$ cat src/rtl/noc_rx_port_pkg.sv
// Shared types and helpers for the NoC receive port.
package noc_rx_port_pkg;

  localparam int unsigned RxCountWidth = 32;

  typedef logic [RxCountWidth-1:0] rx_count_t;

  localparam rx_count_t RxCountMax = '1;

  // Decoded per-cycle buffer operation.
  typedef struct packed {
    logic flush;
    logic push;
    logic pop;
  } rx_op_t;

  // Saturating increment for the accepted-beat counter.
  function automatic rx_count_t sat_inc(rx_count_t v);
    return (v == RxCountMax) ? v : v + rx_count_t'(1);
  endfunction

endpackage

$ cat src/rtl/noc_rx_port_if.sv
// Handshake bundle between a tile_noc master port, the receive buffer and tile logic.
interface noc_rx_port_if #(
  parameter int unsigned DATA_WIDTH = 32
) ();

  // NoC side: beats offered into the port.
  logic                  in_wvalid;
  logic                  in_wready;
  logic [DATA_WIDTH-1:0] in_wdata;

  // Tile side: buffered beats leaving the port.
  logic                  out_valid;
  logic                  out_ready;
  logic [DATA_WIDTH-1:0] out_data;

  // Environment: offers beats and consumes the head.
  modport master (
    output in_wvalid,
    output in_wdata,
    output out_ready,
    input  in_wready,
    input  out_valid,
    input  out_data
  );

  // Receive port itself.
  modport slave (
    input  in_wvalid,
    input  in_wdata,
    input  out_ready,
    output in_wready,
    output out_valid,
    output out_data
  );

endinterface

$ cat src/rtl/noc_rx_port.sv
// Receive buffer for one tile_noc master port: first-word-fall-through FIFO with
// registered ready, synchronous flush and a saturating accepted-beat counter.
module noc_rx_port
  import noc_rx_port_pkg::*;
#(
  parameter int unsigned DATA_WIDTH = 32,
  parameter int unsigned DEPTH      = 4
) (
  input  logic                     clk,
  input  logic                     rstn,
  noc_rx_port_if.slave             rx,
  input  logic                     flush,
  output logic [$clog2(DEPTH):0]   occupancy,
  output rx_count_t                rx_count
);

  localparam int unsigned PtrW = $clog2(DEPTH);
  localparam int unsigned OccW = PtrW + 1;

  typedef logic [PtrW-1:0] ptr_t;
  typedef logic [OccW-1:0] occ_t;

  localparam occ_t OccFull = occ_t'(DEPTH);

  logic [DATA_WIDTH-1:0] mem_q [DEPTH];
  logic [DATA_WIDTH-1:0] mem_d [DEPTH];

  ptr_t      wr_ptr_q, wr_ptr_d;
  ptr_t      rd_ptr_q, rd_ptr_d;
  occ_t      occ_q, occ_d;
  logic      wready_q, wready_d;
  rx_count_t rx_count_q, rx_count_d;
  rx_op_t    op;

  // Decode this cycle's operation; flush suppresses both push and pop.
  always_comb begin
    op       = '0;
    op.flush = flush;
    op.push  = rx.in_wvalid && wready_q && !flush;
    op.pop   = (occ_q != '0) && rx.out_ready && !flush;
  end

  // Next-state for pointers, occupancy, ready and counter.
  always_comb begin
    wr_ptr_d   = wr_ptr_q;
    rd_ptr_d   = rd_ptr_q;
    occ_d      = occ_q;
    rx_count_d = rx_count_q;

    if (op.flush) begin
      wr_ptr_d = '0;
      rd_ptr_d = '0;
      occ_d    = '0;
    end else begin
      if (op.push) begin
        wr_ptr_d = wr_ptr_q + ptr_t'(1);
      end
      if (op.pop) begin
        rd_ptr_d = rd_ptr_q + ptr_t'(1);
      end
      if (op.push && !op.pop) begin
        occ_d = occ_q + occ_t'(1);
      end else if (op.pop && !op.push) begin
        occ_d = occ_q - occ_t'(1);
      end
    end

    if (op.push) begin
      rx_count_d = sat_inc(rx_count_q);
    end

    // Ready looks ahead at next occupancy so a pop from full reopens next cycle.
    wready_d = (occ_d < OccFull) && !op.flush;
  end

  // Storage write: payload is only captured on an accepted beat.
  always_comb begin
    mem_d = mem_q;
    if (op.push) begin
      mem_d[wr_ptr_q] = rx.in_wdata;
    end
  end

  // Control state with asynchronous reset.
  always_ff @(posedge clk or negedge rstn) begin
    if (!rstn) begin
      wr_ptr_q   <= '0;
      rd_ptr_q   <= '0;
      occ_q      <= '0;
      wready_q   <= 1'b0;
      rx_count_q <= '0;
    end else begin
      wr_ptr_q   <= wr_ptr_d;
      rd_ptr_q   <= rd_ptr_d;
      occ_q      <= occ_d;
      wready_q   <= wready_d;
      rx_count_q <= rx_count_d;
    end
  end

  // Storage array; contents are irrelevant while occupancy is zero, so no reset.
  always_ff @(posedge clk) begin
    mem_q <= mem_d;
  end

  // Outputs come straight from registers: no same-cycle pass-through.
  always_comb begin
    rx.in_wready = wready_q;
    rx.out_valid = (occ_q != '0);
    rx.out_data  = mem_q[rd_ptr_q];
    occupancy    = occ_q;
    rx_count     = rx_count_q;
  end

endmodule

$ cat src/flat_wrapper.sv
// flat-port wrapper written by rule: the top's interface ports become plain ports
module noc_rx_port_flat import noc_rx_port_pkg::*;
#(
  parameter int unsigned DATA_WIDTH = 32,
  parameter int unsigned DEPTH      = 4
)
  (clk, rstn, flush, occupancy, rx_count, rx_in_wvalid, rx_in_wdata, rx_out_ready, rx_in_wready, rx_out_valid, rx_out_data);
  noc_rx_port_if #(.DATA_WIDTH(DATA_WIDTH)) rx_i ();
  input  logic clk;
  input  logic rstn;
  input  logic flush;
  output logic [$clog2(DEPTH):0] occupancy;
  output rx_count_t rx_count;
  input wire logic [$bits(rx_i.in_wvalid)-1:0] rx_in_wvalid;
  input wire logic [$bits(rx_i.in_wdata)-1:0] rx_in_wdata;
  input wire logic [$bits(rx_i.out_ready)-1:0] rx_out_ready;
  output wire logic [$bits(rx_i.in_wready)-1:0] rx_in_wready;
  output wire logic [$bits(rx_i.out_valid)-1:0] rx_out_valid;
  output wire logic [$bits(rx_i.out_data)-1:0] rx_out_data;
  assign rx_i.in_wvalid = rx_in_wvalid;
  assign rx_i.in_wdata = rx_in_wdata;
  assign rx_i.out_ready = rx_out_ready;
  assign rx_in_wready = rx_i.in_wready;
  assign rx_out_valid = rx_i.out_valid;
  assign rx_out_data = rx_i.out_data;
  noc_rx_port #(.DATA_WIDTH(DATA_WIDTH), .DEPTH(DEPTH)) u_core (.clk(clk), .rstn(rstn), .rx(rx_i), .flush(flush), .occupancy(occupancy), .rx_count(rx_count));
endmodule
$ cat config.mk
export PLATFORM = sky130hd
export DESIGN_NAME = noc_rx_port_flat
export DESIGN_NICKNAME = d
export VERILOG_FILES = /design/src/rtl/noc_rx_port_pkg.sv /design/src/rtl/noc_rx_port_if.sv /design/src/rtl/noc_rx_port.sv /design/src/flat_wrapper.sv
export SDC_FILE = /design/constraint.sdc
export NUM_CORES = 1
export LEC_CHECK = 0
export ABC_CLOCK_PERIOD_IN_PS = 2800
export BUFFER_PORTS_ARGS = -buffer_cell sky130_fd_sc_hd__buf_4
export CAP_MARGIN = 5
export CELL_PAD_IN_SITES_DETAIL_PLACEMENT = 0
export CELL_PAD_IN_SITES_GLOBAL_PLACEMENT = 2
export CORE_ASPECT_RATIO = 0.9
export CORE_MARGIN = 5
export CORE_UTILIZATION = 41
export DETAILED_ROUTE_END_ITERATION = 16
export PLACE_DENSITY = 0.79
export SKIP_CTS_REPAIR_TIMING = 1
export SLEW_MARGIN = 10
export SYNTH_ARGS = -nofsm -noshare
export SYNTH_HDL_FRONTEND = slang
export SYNTH_SLANG_ARGS = --single-unit
$ cat constraint.sdc
create_clock -name clk -period 2.8 [get_ports clk]
set_input_delay 0.42 -clock clk [delete_from_list [all_inputs] [get_ports clk]]
set_output_delay 0.42 -clock clk [all_outputs]
set_load 0.01 [all_outputs]
After elaboration in Yosys (flattened, before gate mapping)

Index checks and enable logic that the tools add are counted.

Bits in registers: 168
Latch bits: 0
Bits in writable memories: 0
ROM bits: 0
Bits of input ports: 37
Output and inout bits: 69
Logic and storage cells: 50
Memories: 0

$add $sub $neg: 5
$mul: 0
Div/mod/pow operators: 0
Magnitude comparators: 4
Equal/unequal tests: 1
Shift operators: 0
Mux-type cells: 13
Bitwise gates (word level): 3
Reductions and logical operators: 15

Operators with widths:

| kind                  | count |
|---|---|
| $bwmux 128            | 1 |
| $mux 32               | 3 |
| $bmux 32 s2           | 1 |
| $demux 32 s2          | 1 |
| $add 32x1->32 const B | 1 |
| $eq 32x32->1 const B  | 1 |
| $mux 3                | 3 |
| $logic_and 1x1->1     | 8 |
| $mux 2                | 4 |
| $ge 3x3->1 const B    | 2 |
| $not 2->3             | 2 |
| $add 2x1->2 const B   | 2 |
| $reduce_bool 2->1     | 2 |
| $add 3x1->3 const B   | 1 |
| $logic_not 1->1       | 3 |
| $lt 3x1->1 const B    | 1 |
| $lt 3x3->1 const B    | 1 |
| $reduce_bool 3->1     | 1 |
| $sub 3x1->3 const B   | 1 |
| $reduce_and 2->1      | 1 |
| $not 1->1             | 1 |

Longest topological paths before layout

Depth after elaboration: 9
Mapped depth: 9
Depth with buffers taken out: 7

Worst setup path after synthesis

Ideal clock, no wire load.

Kind: input -> register
From: input port flush
To: register u_core.mem_q[0] (netlist name) (enable)
Arrival time: 1760 ps
Required time: 2408 ps
Path slack: 648 ps
Stages: 4
Buffers on the path: 2
Path through: clkbuf_1 > and3b_1 > buf_2 > and2_1

Longest elaborated chain between the ends: 2

Ends and longest elaborated chain:

| item                   | RTL line           | text |
|---|---|---|
| start: declaration     | flat_wrapper.sv:11 | `input logic flush;` |
| $logic_not 1->1        | noc_rx_port.sv:39  | `op.push = rx.in_wvalid && wready_q && !flush;` |
| $logic_and 1x1->1      | noc_rx_port.sv:39  |  |
| end signal: assignment | noc_rx_port.sv:103 | `mem_q <= mem_d;` |
| end: declaration       | noc_rx_port.sv:25  | `logic [DATA_WIDTH-1:0] mem_q [DEPTH];` |

Every way passes these cells.
A chain may end at the register's enable or synchronous reset.

Worst setup path in the final report

From: register u_core.rx_count_q[17], in the netlist u_core.rx_count[17]
To: register u_core.rx_count_q[1], in the netlist u_core.rx_count[1]

Longest elaborated chain between the ends: 3

Ends and longest elaborated chain:

| item                              | RTL line              | text |
|---|---|---|
| start: declaration                | noc_rx_port.sv:32     | `rx_count_t rx_count_q, rx_count_d;` |
| start signal: assignment          | noc_rx_port.sv:97     | `rx_count_q <= rx_count_d;` |
| $eq 32x32->1                      | noc_rx_port_pkg.sv:19 | `return (v == RxCountMax) ? v : v + rx_count_t'(1);` |
| $not 1->1 (no source line)        | --                    |  |
| $reduce_and 2->1 (no source line) | --                    |  |

Every way passes these cells.

==> impl_metrics.env <==
export IMPL_outcome="complete, no violations"
export IMPL_die_area_um2=19040
export IMPL_drv_slew=0
export IMPL_grt_pass1_wl_mm=21.47
export IMPL_chipWidth_um=144.9
export IMPL_ios=106
export IMPL_p_per_area_nw_per_um2=796.6
export IMPL_place_congestion=0.7497
export IMPL_setup_violations=0
export IMPL_power_leakage_nw=3.123
export IMPL_dp_hpwl_mm=8.518
export IMPL_portBuffers=105
export IMPL_area_growth_pct=25.41
export IMPL_wl_per_cell_um=18.85
export IMPL_internal_power_mw=4.875
export IMPL_syn_avg_cell_area_um2=18.50
export IMPL_cts_tree="yes"
export IMPL_grt_start_max_net_pins=41
export IMPL_grt_total_usage_pct=14.48
export IMPL_start_kind="flop"
export IMPL_start_util_pct=41.64
export IMPL_hold_viol=0
export IMPL_power_mw=6.709
export IMPL_fin_nets=525
export IMPL_final_cells=700
export IMPL_yosysWarningCount=0
export IMPL_cp_required_ns=3.11
export IMPL_switchingPower_mw=1.835
export IMPL_worst_ep_arrival_time_ns=2.62
export IMPL_cts_sinks=168
export IMPL_synth_area_leader_cell="edfxtp_1"
export IMPL_synth_edf_count=128
export IMPL_clk_pin_slew_ns=0.07
export IMPL_ys_seq_area_share_pct=72.13
export IMPL_core_region_area_um2=16130
export IMPL_power_frac_seq_pct=43.5
export IMPL_place_inst=667
export IMPL_synth_nets=408
export IMPL_clock_fmax_mhz=432.1
export IMPL_fp_dieH_um=131.4
export IMPL_grt_pass1_vias=3897
export IMPL_comb_power_share_pct=21.3
export IMPL_utilization_pct=52.22
export IMPL_critPathKind="flop to flop"
export IMPL_grt_ovfl_total=0
export IMPL_placementRows=44
export IMPL_cp_slowest_cell="or4_4"
export IMPL_cts_root_buffer="clkbuf_16"
export IMPL_via_count=3506
export IMPL_synthFlopType="edfxtp_1"
export IMPL_dpl_instance_area_um2=7805
export IMPL_drt_pre_antenna_iters=4
export IMPL_tns_ns=0
export IMPL_ys_types=40
export IMPL_multiInputGateArea_um2=1787
export IMPL_clk_latency_ns=0.43
export IMPL_via_per_inst=5.009
export IMPL_power_share_clock_pct=35.1
export IMPL_cap_violations=0
export IMPL_relSlewSlack_pct=64.86
export IMPL_totalWireLength_mm=13.19
export IMPL_min_period_ns=2.314
export IMPL_drtAntennaViolNets=0
export IMPL_antenna_found_initial=1
export IMPL_drive_gt1_share_pct=41.38
export IMPL_critPathMaxFanout=13
export IMPL_yosysTopAreaCellShare_pct=57.23
export IMPL_worstMarginPinSlew_ns=0.5272
export IMPL_post_route_period_util_pct=82.65
export IMPL_syn_area_um2=6716
export IMPL_grt_setup_unrepaired="false"
export IMPL_seq_area_um2=4846
export IMPL_drt_iter0_drc=142
export IMPL_netlist_top_cells_area="edfxtp_1 (57%), dfrtp_1 (15%), mux4_2 (11%), xnor2_1 (4.2%), ha_1 (1.5%)"
export IMPL_peakVddDrop_mv=0.4726
export IMPL_p_sw_share_pct=27.34
export IMPL_endpoint_kind="flop"
export IMPL_diodes=0
export IMPL_ys_seq_elements=168
export IMPL_worstPathCellList="nand4_2 -> or3_4 -> or4_4 -> nand2_1 -> mux2_1"
export IMPL_fin_skew_ns=0.008418
export IMPL_htreeDepth=4
export IMPL_syn_inst=363
export IMPL_synth_async_reset_ratio_pct=23.81
export IMPL_stdcell_area_um2=8423
export IMPL_drc_errors=0
export IMPL_max_stage_delay_ns=0.68
export IMPL_numCtsBuffers=17
export IMPL_fillers=1338
export IMPL_hp_class="primary input to flop"
export IMPL_clock_path_buffers=2
==> flip-flops by register name, summed over array words and instances (netlist names) <==
name                 cells
u_core.mem_q           128
u_core.rx_count         32
u_core.occupancy         3
u_core.rd_ptr_q          2
u_core.wr_ptr_q          2
u_core.rx.in_wready      1
==> cell usage in the layout, fill, tap and decap left out, types with 2 or more instances in the layout <==
cell and count:
and2_1 3, and2_2 6, and3_1 9, and3_2 3
and4_1 4, buf_12 4, buf_4 109, clkbuf_16 17
clkinv_8 3, clkinvlp_4 2, dfrtp_1 39, edfxtp_1 128
ha_1 8, inv_1 4, inv_6 4, inv_8 4
mux2_2 2, mux4_2 32, nand2_1 15, nand3_1 11
nand3_2 8, nand4_1 9, nand4_2 2, nor2_1 9
o2111a_1 2, o21ai_0 3, xnor2_1 32, xor2_1 3
==> final timing paths <==
kind / cells past startpoint / end / start / slack, ns
min reg2reg: 1 / u_core.rx_count[29]$_DFFE_PN0P_ / u_core.rx_count[29]$_DFFE_PN0P_ / 0.50
max reg2reg: 5 / u_core.rx_count[1]$_DFFE_PN0P_ / u_core.rx_count[17]$_DFFE_PN0P_ / 0.49
min in group asynchronous: 2 / u_core.rx_count[27]$_DFFE_PN0P_ / rstn / 0.51
max: 5 / u_core.rx_count[1]$_DFFE_PN0P_ / u_core.rx_count[17]$_DFFE_PN0P_ / 0.49
max in group asynchronous: 2 / u_core.rd_ptr_q[0]$_DFFE_PN0P_ / rstn / 1.89
min: 1 / u_core.mem_q[0]$_DFFE_PP_ / rx_in_wdata[0] / 0.19
==> synth_stat cells, types with 2 or more instances <==
master and n:
ha_1 8, xnor2_1 32, inv_1 4, o21ai_0 3
mux4_2 32, xor2_1 3, nand4_1 9, and2_2 2
and3_2 3, buf_2 5, and4_1 4, and3_1 9
nand2_1 15, nand3_1 11, and2_1 7, dfrtp_1 40
nor2_1 9, clkbuf_1 8, nand4_2 2, mux2_2 2
edfxtp_1 128, nand3_2 8, o2111a_1 2
==> layer usage <==
metal  up-vias  part of all wire (%)  track usage [%]
met4         2                   1.6            5.335
met3        17                   4.3            4.787
met2        75                    51            23.54
met5         -                  0.15                0
li1       1647                     -                -
met1      1765                    43            18.19
==> kinds of logic (layout without fill, tap and decap cells) <==
logic type | after synthesis | after routing | share of synthesized area, %
adder cells (fa/ha/maj) | 9 | 9 | 1.639
AND/OR/NAND/NOR | 88 | 88 | 8.215
buffers and inverters | 20 | 150 | 1.341
flip-flops | 168 | 168 | 72.13
multiplexers | 35 | 35 | 11.23
XOR/XNOR | 35 | 35 | 4.564
AO/OA/AOI/OAI | 8 | 8 | 0.8755
==> area by class of cell <==
type | count | share of cell area, %
clock buffer | 17 | 5.051
clock inverter | 15 | 2.169
inverter | 4 | 0.1783
multi-input combinational | 175 | 21.21
sequential | 168 | 57.53
tap | 207 | 3.075
timing repair buffer | 114 | 10.78
==> metrics by stage <==
| stage | hold WS, ns | setup WS (ns) |
|---|---|---|
| 2_1_floorplan | 0.1244 | 0.6483 |
| 3_5_place_dp | 0.4402 | 0.4931 |
| 6_report | 0.1857 | 0.4858 |
| 4_1_cts | -0.02505 | 0.4710 |
| 5_1_grt | 0.1661 | 0.3774 |
| 3_3_place_gp | 0.4300 | 0.5409 |
==> worst max-delay path, delay by kind of cell, from the launching register on <==
kind	cells	cell delay, ns
and+or+nand+nor	4	1.38
DFF	1	0.48
muxes	1	0.33
==> power groups by stage <==
stage	clock network, mW	registers [mW]	logic [mW]
floorplan	0	2.97	0.816
global placement	0	2.96	1.46
finish	2.36	2.92	1.43
CTS	2.42	2.92	1.47
detailed placement	0	2.97	1.47
global route	2.54	2.94	1.57
Power figures use the tool's default switching activity.
